<file path="config.mk">
export PLATFORM = sky130hd
export DESIGN_NAME = sensor_acquire
export DESIGN_NICKNAME = d
export VERILOG_FILES = /design/src/rtl/sensor_acquire.sv
export SDC_FILE = /design/constraint.sdc
export NUM_CORES = 1
export LEC_CHECK = 0
export CAP_MARGIN = 20
export CORE_MARGIN = 1.5
export CORE_UTILIZATION = 47
export DETAILED_ROUTE_END_ITERATION = 7
export PLACE_DENSITY = 0.75
export SYNTH_ARGS = -nofsm -noshare
export SYNTH_HDL_FRONTEND = slang
export SYNTH_SLANG_ARGS = --single-unit
</file>
<file path="constraint.sdc">
create_clock -name clk -period 1.5 [get_ports clk]
set_input_delay 0.225 -clock clk [delete_from_list [all_inputs] [get_ports clk]]
set_output_delay 0.225 -clock clk [all_outputs]
set_load 0.01 [all_outputs]
</file>
<file path="src/rtl/sensor_acquire.sv">
// Polls four height sensors in turn over a shared req/ack bus and publishes
// all four readings together with a one-cycle valid pulse; silent sensors read as 0.
module sensor_acquire #(
  parameter int TIMEOUT_CYCLES = 255
) (
  input  logic       clk,
  input  logic       rst,
  input  logic       start,
  output logic       sensor_req,
  output logic [1:0] sensor_sel,
  input  logic       sensor_ack,
  input  logic [7:0] sensor_data,
  output logic [7:0] sensor1,
  output logic [7:0] sensor2,
  output logic [7:0] sensor3,
  output logic [7:0] sensor4,
  output logic [3:0] timeout_err,
  output logic       valid,
  output logic       busy
);

  localparam int DATA_W = 8;
  localparam int CNT_W  = $clog2(TIMEOUT_CYCLES + 1);
  localparam logic [CNT_W-1:0] CNT_LAST = CNT_W'(TIMEOUT_CYCLES - 1);

  typedef enum logic [1:0] {IDLE, REQ, GAP} state_t;

  state_t            r_state;
  state_t            w_next;
  logic [CNT_W-1:0]  r_cnt;
  logic [1:0]        r_sel;
  logic [DATA_W-1:0] r_sh0, r_sh1, r_sh2;
  logic [2:0]        r_err;
  logic [DATA_W-1:0] r_s1, r_s2, r_s3, r_s4;
  logic [3:0]        r_terr;
  logic              r_valid;

  logic              w_launch, w_ack, w_tmo, w_done, w_commit;
  logic [DATA_W-1:0] w_val;

  always_ff @(posedge clk) begin
    if (rst) r_state <= IDLE;
    else     r_state <= w_next;
  end

  // Ack has priority over timeout when both land in the same REQ cycle.
  always_comb begin
    w_next   = r_state;
    w_launch = 1'b0;
    w_ack    = 1'b0;
    w_tmo    = 1'b0;
    w_done   = 1'b0;
    w_commit = 1'b0;
    case (r_state)
      IDLE: begin
        if (start) begin
          w_launch = 1'b1;
          w_next   = REQ;
        end
      end
      REQ: begin
        w_ack  = sensor_ack;
        w_tmo  = !sensor_ack && (r_cnt == CNT_LAST);
        w_done = w_ack || w_tmo;
        if (w_done) begin
          if (r_sel == 2'd3) begin
            w_next   = IDLE;
            w_commit = 1'b1;
          end else begin
            w_next = GAP;
          end
        end
      end
      GAP:     w_next = REQ;
      default: w_next = IDLE;
    endcase
  end

  assign w_val = w_ack ? sensor_data : '0;

  always_ff @(posedge clk) begin
    if (rst) begin
      r_cnt   <= '0;
      r_sel   <= '0;
      r_sh0   <= '0;
      r_sh1   <= '0;
      r_sh2   <= '0;
      r_err   <= '0;
      r_s1    <= '0;
      r_s2    <= '0;
      r_s3    <= '0;
      r_s4    <= '0;
      r_terr  <= '0;
      r_valid <= 1'b0;
    end else begin
      r_valid <= w_commit;
      if (r_state == REQ && !w_done) r_cnt <= r_cnt + 1'b1;
      else                           r_cnt <= '0;

      if (w_launch) begin
        r_sel <= '0;
        r_sh0 <= '0;
        r_sh1 <= '0;
        r_sh2 <= '0;
        r_err <= '0;
      end else if (r_state == GAP) begin
        r_sel <= r_sel + 2'd1;
      end

      if (w_done) begin
        case (r_sel)
          2'd0: begin r_sh0 <= w_val; r_err[0] <= w_tmo; end
          2'd1: begin r_sh1 <= w_val; r_err[1] <= w_tmo; end
          2'd2: begin r_sh2 <= w_val; r_err[2] <= w_tmo; end
          default: ;
        endcase
      end

      // The last sensor's result bypasses the shadow so the commit is atomic.
      if (w_commit) begin
        r_s1   <= r_sh0;
        r_s2   <= r_sh1;
        r_s3   <= r_sh2;
        r_s4   <= w_val;
        r_terr <= {w_tmo, r_err};
      end
    end
  end

  assign sensor_req  = (r_state == REQ);
  assign busy        = (r_state != IDLE);
  assign sensor_sel  = r_sel;
  assign sensor1     = r_s1;
  assign sensor2     = r_s2;
  assign sensor3     = r_s3;
  assign sensor4     = r_s4;
  assign timeout_err = r_terr;
  assign valid       = r_valid;

endmodule
</file>
======== After elaboration in Yosys (flattened, before gate mapping) ========
Index checks and enable logic that the tools add are counted.
word-level totals
  register bits ........................... 76
  input bits .............................. 12
  word-level logic and storage cells ...... 62
operators by class
  equal/unequal tests ..................... 8
  reductions and logical operators ........ 11
  bitwise operators ....................... 1
  $add $sub $neg .......................... 2
  muxes and demuxes ....................... 27
operator list
  operator             number
  $mux 8               10
  $mux 1               11
  $add 8x1->8 const B  1
  $eq 8x8->1 const B   1
  $eq 2x2->1 const B   3
  $mux 2               3
  $mux 3               2
  $pmux 2 s3           1
  $eq 2x1->1 const B   2
  $logic_not 2->1      2
  $reduce_or 2->1      2
  $add 2x1->2 const B  1
  $logic_and 1x1->1    2
  $logic_not 1->1      2
  $ne 2x1->1 const B   1
  $ne 2x2->1 const B   1
  $reduce_and 2->1     1
  $reduce_bool 2->1    1
  $logic_or 1x1->1     1
  $not 1->1            1

======== Depth between registers and ports, before layout ========
  word-level depth ........................ 8
  depth in mapped cells ................... 7
  mapped depth without buffers ............ 6

======== Worst setup path before layout ========
Ideal clock, no wire load.
  path kind ............................... register to register
  start ................................... reg r_cnt[0]
  end ..................................... reg r_s4[1], in the netlist sensor4[1]
  setup slack ............................. 0.010 ns
  required time ........................... 1.408 ns
  arrival ................................. 1.398 ns
  setup time .............................. 0.092 ns
  cell stages (with the launch flop) ...... 8
  path through ............................ dfxtp_1 > inv_1 > ha_1 > nand3_1 > o21bai_4 > and3_1 > buf_4 > o32ai_1
between the ends
  cells in the longest elaborated chain, start to end .. 5
ends and longest elaborated chain
  item                      line  RTL
  start: declaration        30    logic [CNT_W-1:0] r_cnt;
  start signal: assignment  97    if (r_state == REQ && !w_done) r_cnt <= r_cnt + 1'b1;
  $eq 8x8->1                63    w_tmo = !sensor_ack && (r_cnt == CNT_LAST);
  $logic_and 1x1->1         63
  $logic_or 1x1->1          64    w_done = w_ack || w_tmo;
  $mux 1                    65    if (w_done) begin
  $mux 1                    54    case (r_state)
  end signal: assignment    124   r_s4 <= w_val;
  end: declaration          34    logic [DATA_W-1:0] r_s1, r_s2, r_s3, r_s4;
Every way passes these cells.
A chain may end at the register's enable or synchronous reset.

======== Final worst setup path ========
  start ................................... reg r_state[0]
  end ..................................... out sensor_req
between the ends
  cells in the longest elaborated chain, start to end .. 1
ends and longest elaborated chain
  item                      line  RTL
  start: declaration        28    state_t r_state;
  start signal: assignment  43    else r_state <= w_next;
  $eq 2x1->1                130   assign sensor_req = (r_state == REQ);
  end: declaration          9     output logic sensor_req,
Every way passes these cells.

==> out/metrics.yaml <==
holdPathStages: 3
antenna_found_initial: 0
maxSlewHeadroom_pct: 71.4
dp.cells: 429
vias_per_cell: 5.32
crit_type: "reg2out"
max_clock_freq_mhz: 676
holdCritPathClass: "in2reg"
setup_viol: 0
ys_warn_count: 0
finalHoldViolCount: 0
cp_data_arrival_time_ns: 1.25
initial_core_util_pct: 48.2
vias: 2374
rows: 29
design.die.area_mm2: 0.00692
grt_first_pass_wirelength_mm: 10.5
status: "finished, final reports clean"
synth_seq_cells: 76
avgSynthCellArea_um2: 10.3
cts.sinks: 76
track_usage_pct: 19.3
diodes: 0
detail_route.drc_violations: 0
drive_above_1_share_pct: 15.4
drv_cap: 0
min_period_ns: 1.48
final_core_util_pct: 64.9
htree_levels: 3
cts_hold_buf: 0
r2r_cells: 6
grt.overflow.total: 0
drt_iter0_markers: 129
fp.dieH_um: 83.2
placement.io_buffers: 52
grt_max_degree: 29
netlist_instances: 293
finalWeightedCongestion: 0.729
final_common_cell: "dfxtp_1"
ir_worst_vdd_uv: 645
syn_area_mm2: 0.00302
hold_slack_ns: 0.467
tns_ns: 0
power_density_mw_per_mm2: 985
rsz0062_at_grt: "true"
final_cells: 446
p_leak_nw: 1.81
drt_pre_antenna_iters: 4
grt_pass1_vias: 2180
syn_nets: 311
critPathCaptureType: "primary output"
routed_wirelength_mm: 6.62
period_share_pct: 98.7
synthTopCellsByArea: "dfxtp_1 (50%), nand2b_1 (13%), mux2i_1 (8.9%)"
post_cts_buffers: 0
ys_seq_area_share_pct: 50.3
dp_hpwl_mm: 4.45
cts.clk_slew.worst_paths_ns: 0.08
die_w_um: 83.2
synth_top_area_share_pct: 50.3
cts_root_buf: "clkbuf_8"
fin_nets: 382
yosys.cell_types.count: 31
pin_count: 53
cts_tree: "done"
worst-path-max-fanout: 3
startpoint_type: "register"
synthToLayoutAreaGrowth_pct: 34.7
insertion_delay_ns: 0.36
mostFrequentLayoutCells: "dfxtp_1 (72), nand2b_1 (62), clkdlybuf4s50_1 (34)"
cts_buffer_depth: 2
slew_viol_final: 0
critPathRequiredTime_ns: 1.27
routedWlPerCell_um: 14.8
worst_pin_slew_ns: 0.429
yosys.area.top_type: "dfxtp_1"
cts_made_buffers: 9
core_mm2: 0.00628
ant_nets: 0
skew_ns: 0.00943
## kinds of logic (layout without fill, tap and decap cells)
| kind of cell | after synthesis | in the layout | share of synthesized area, % |
|---|---|---|---|
| compound gates | 49 | 49 | 12.7 |
| fa+ha+maj | 6 | 6 | 2.48 |
| xor+xnor | 6 | 6 | 1.74 |
| mux | 27 | 27 | 8.94 |
| buf+inv | 28 | 103 | 4.30 |
| flops | 76 | 76 | 50.3 |
| simple gates | 101 | 102 | 19.5 |
## synthesized netlist by cell type
master / instances
o32ai_1: 8
xnor2_1: 3
ha_1: 6
a21oi_1: 1
nor3_1: 2
nand2b_1: 62
and3_1: 2
a31oi_1: 1
mux2i_1: 27
nand2_1: 8
o22ai_1: 24
o21ai_2: 3
clkbuf_1: 9
nand3b_2: 1
nand3_1: 8
dfxtp_1: 76
o21bai_4: 1
buf_6: 2
nor2b_1: 1
buf_4: 2
a41oi_4: 1
and4_1: 1
nor2_1: 14
inv_1: 13
nand4_2: 1
buf_2: 2
xor2_1: 3
a32oi_1: 4
a311oi_1: 4
nand3_4: 1
o21ai_0: 2
## report_power, final
group	internal (mW)	switching (mW)
clock	0.944	0.771
combinational	0.116	0.140
sequential	2.03	0.00760
## path summary, 6_finish.rpt
kind               from    endpoint  slack (ns)
max          r_state[0]  sensor_req        0.02
min                 rst       valid        0.47
max reg2reg  r_state[0]    r_sh2[1]        0.05
min reg2reg  sensor4[5]  sensor4[5]        0.47
## area by class of cell
| cell class | instances | area (um2) |
|---|---|---|
| well taps | 77 | 96.3 |
| repair buffers | 74 | 758 |
| multi-input cells | 190 | 1420 |
| clock buffers | 9 | 124 |
| fillers | 525 | 2210 |
| inverters | 13 | 48.8 |
| flip-flops and latches | 76 | 1530 |
| clock inverters | 7 | 97.6 |
## metal layers
| layer | track usage [%] | vias to the layer above | part of all wire [%] |
|---|---|---|---|
| met5 | 0 | - | 0 |
| li1 | - | 1177 | - |
| met1 | 24.6 | 1119 | 44 |
| met2 | 31.3 | 67 | 49 |
| met3 | 4.87 | 11 | 5.5 |
| met4 | 8.18 | 0 | 1.7 |
## worst max-delay path, cell delays in order (launching register included)
cell,delay [ns]
dfxtp_1,0.36
nor2b_1,0.24
dlygate4sd2_1,0.30
## flip-flops by register name, summed over array words and instances (netlist names)
signal	count
r_state	2
r_cnt	8
r_sh1	8
sensor_sel	2
sensor4	8
r_sh2	8
r_sh0	8
r_err	3
sensor1	8
timeout_err	4
sensor2	8
sensor3	8
valid	1
## per-stage QoR
step,instance area (um2),power (mW),worst slack [ns]
global route,4070,4.15,-0.0293
CTS,3990,4.04,0.00587
finish,4070,4.01,0.0200
floorplan,3020,2.23,0.00954
global placement,3760,2.33,-0.0337
detailed placement,3760,2.34,-0.0460
## repair_timing
action                     CTS  global route
pin swaps                    1             1
cloned                       0             2
setup endpoints to repair    9            67
gates resized for setup     10            22
Power figures use the tool's default switching activity.
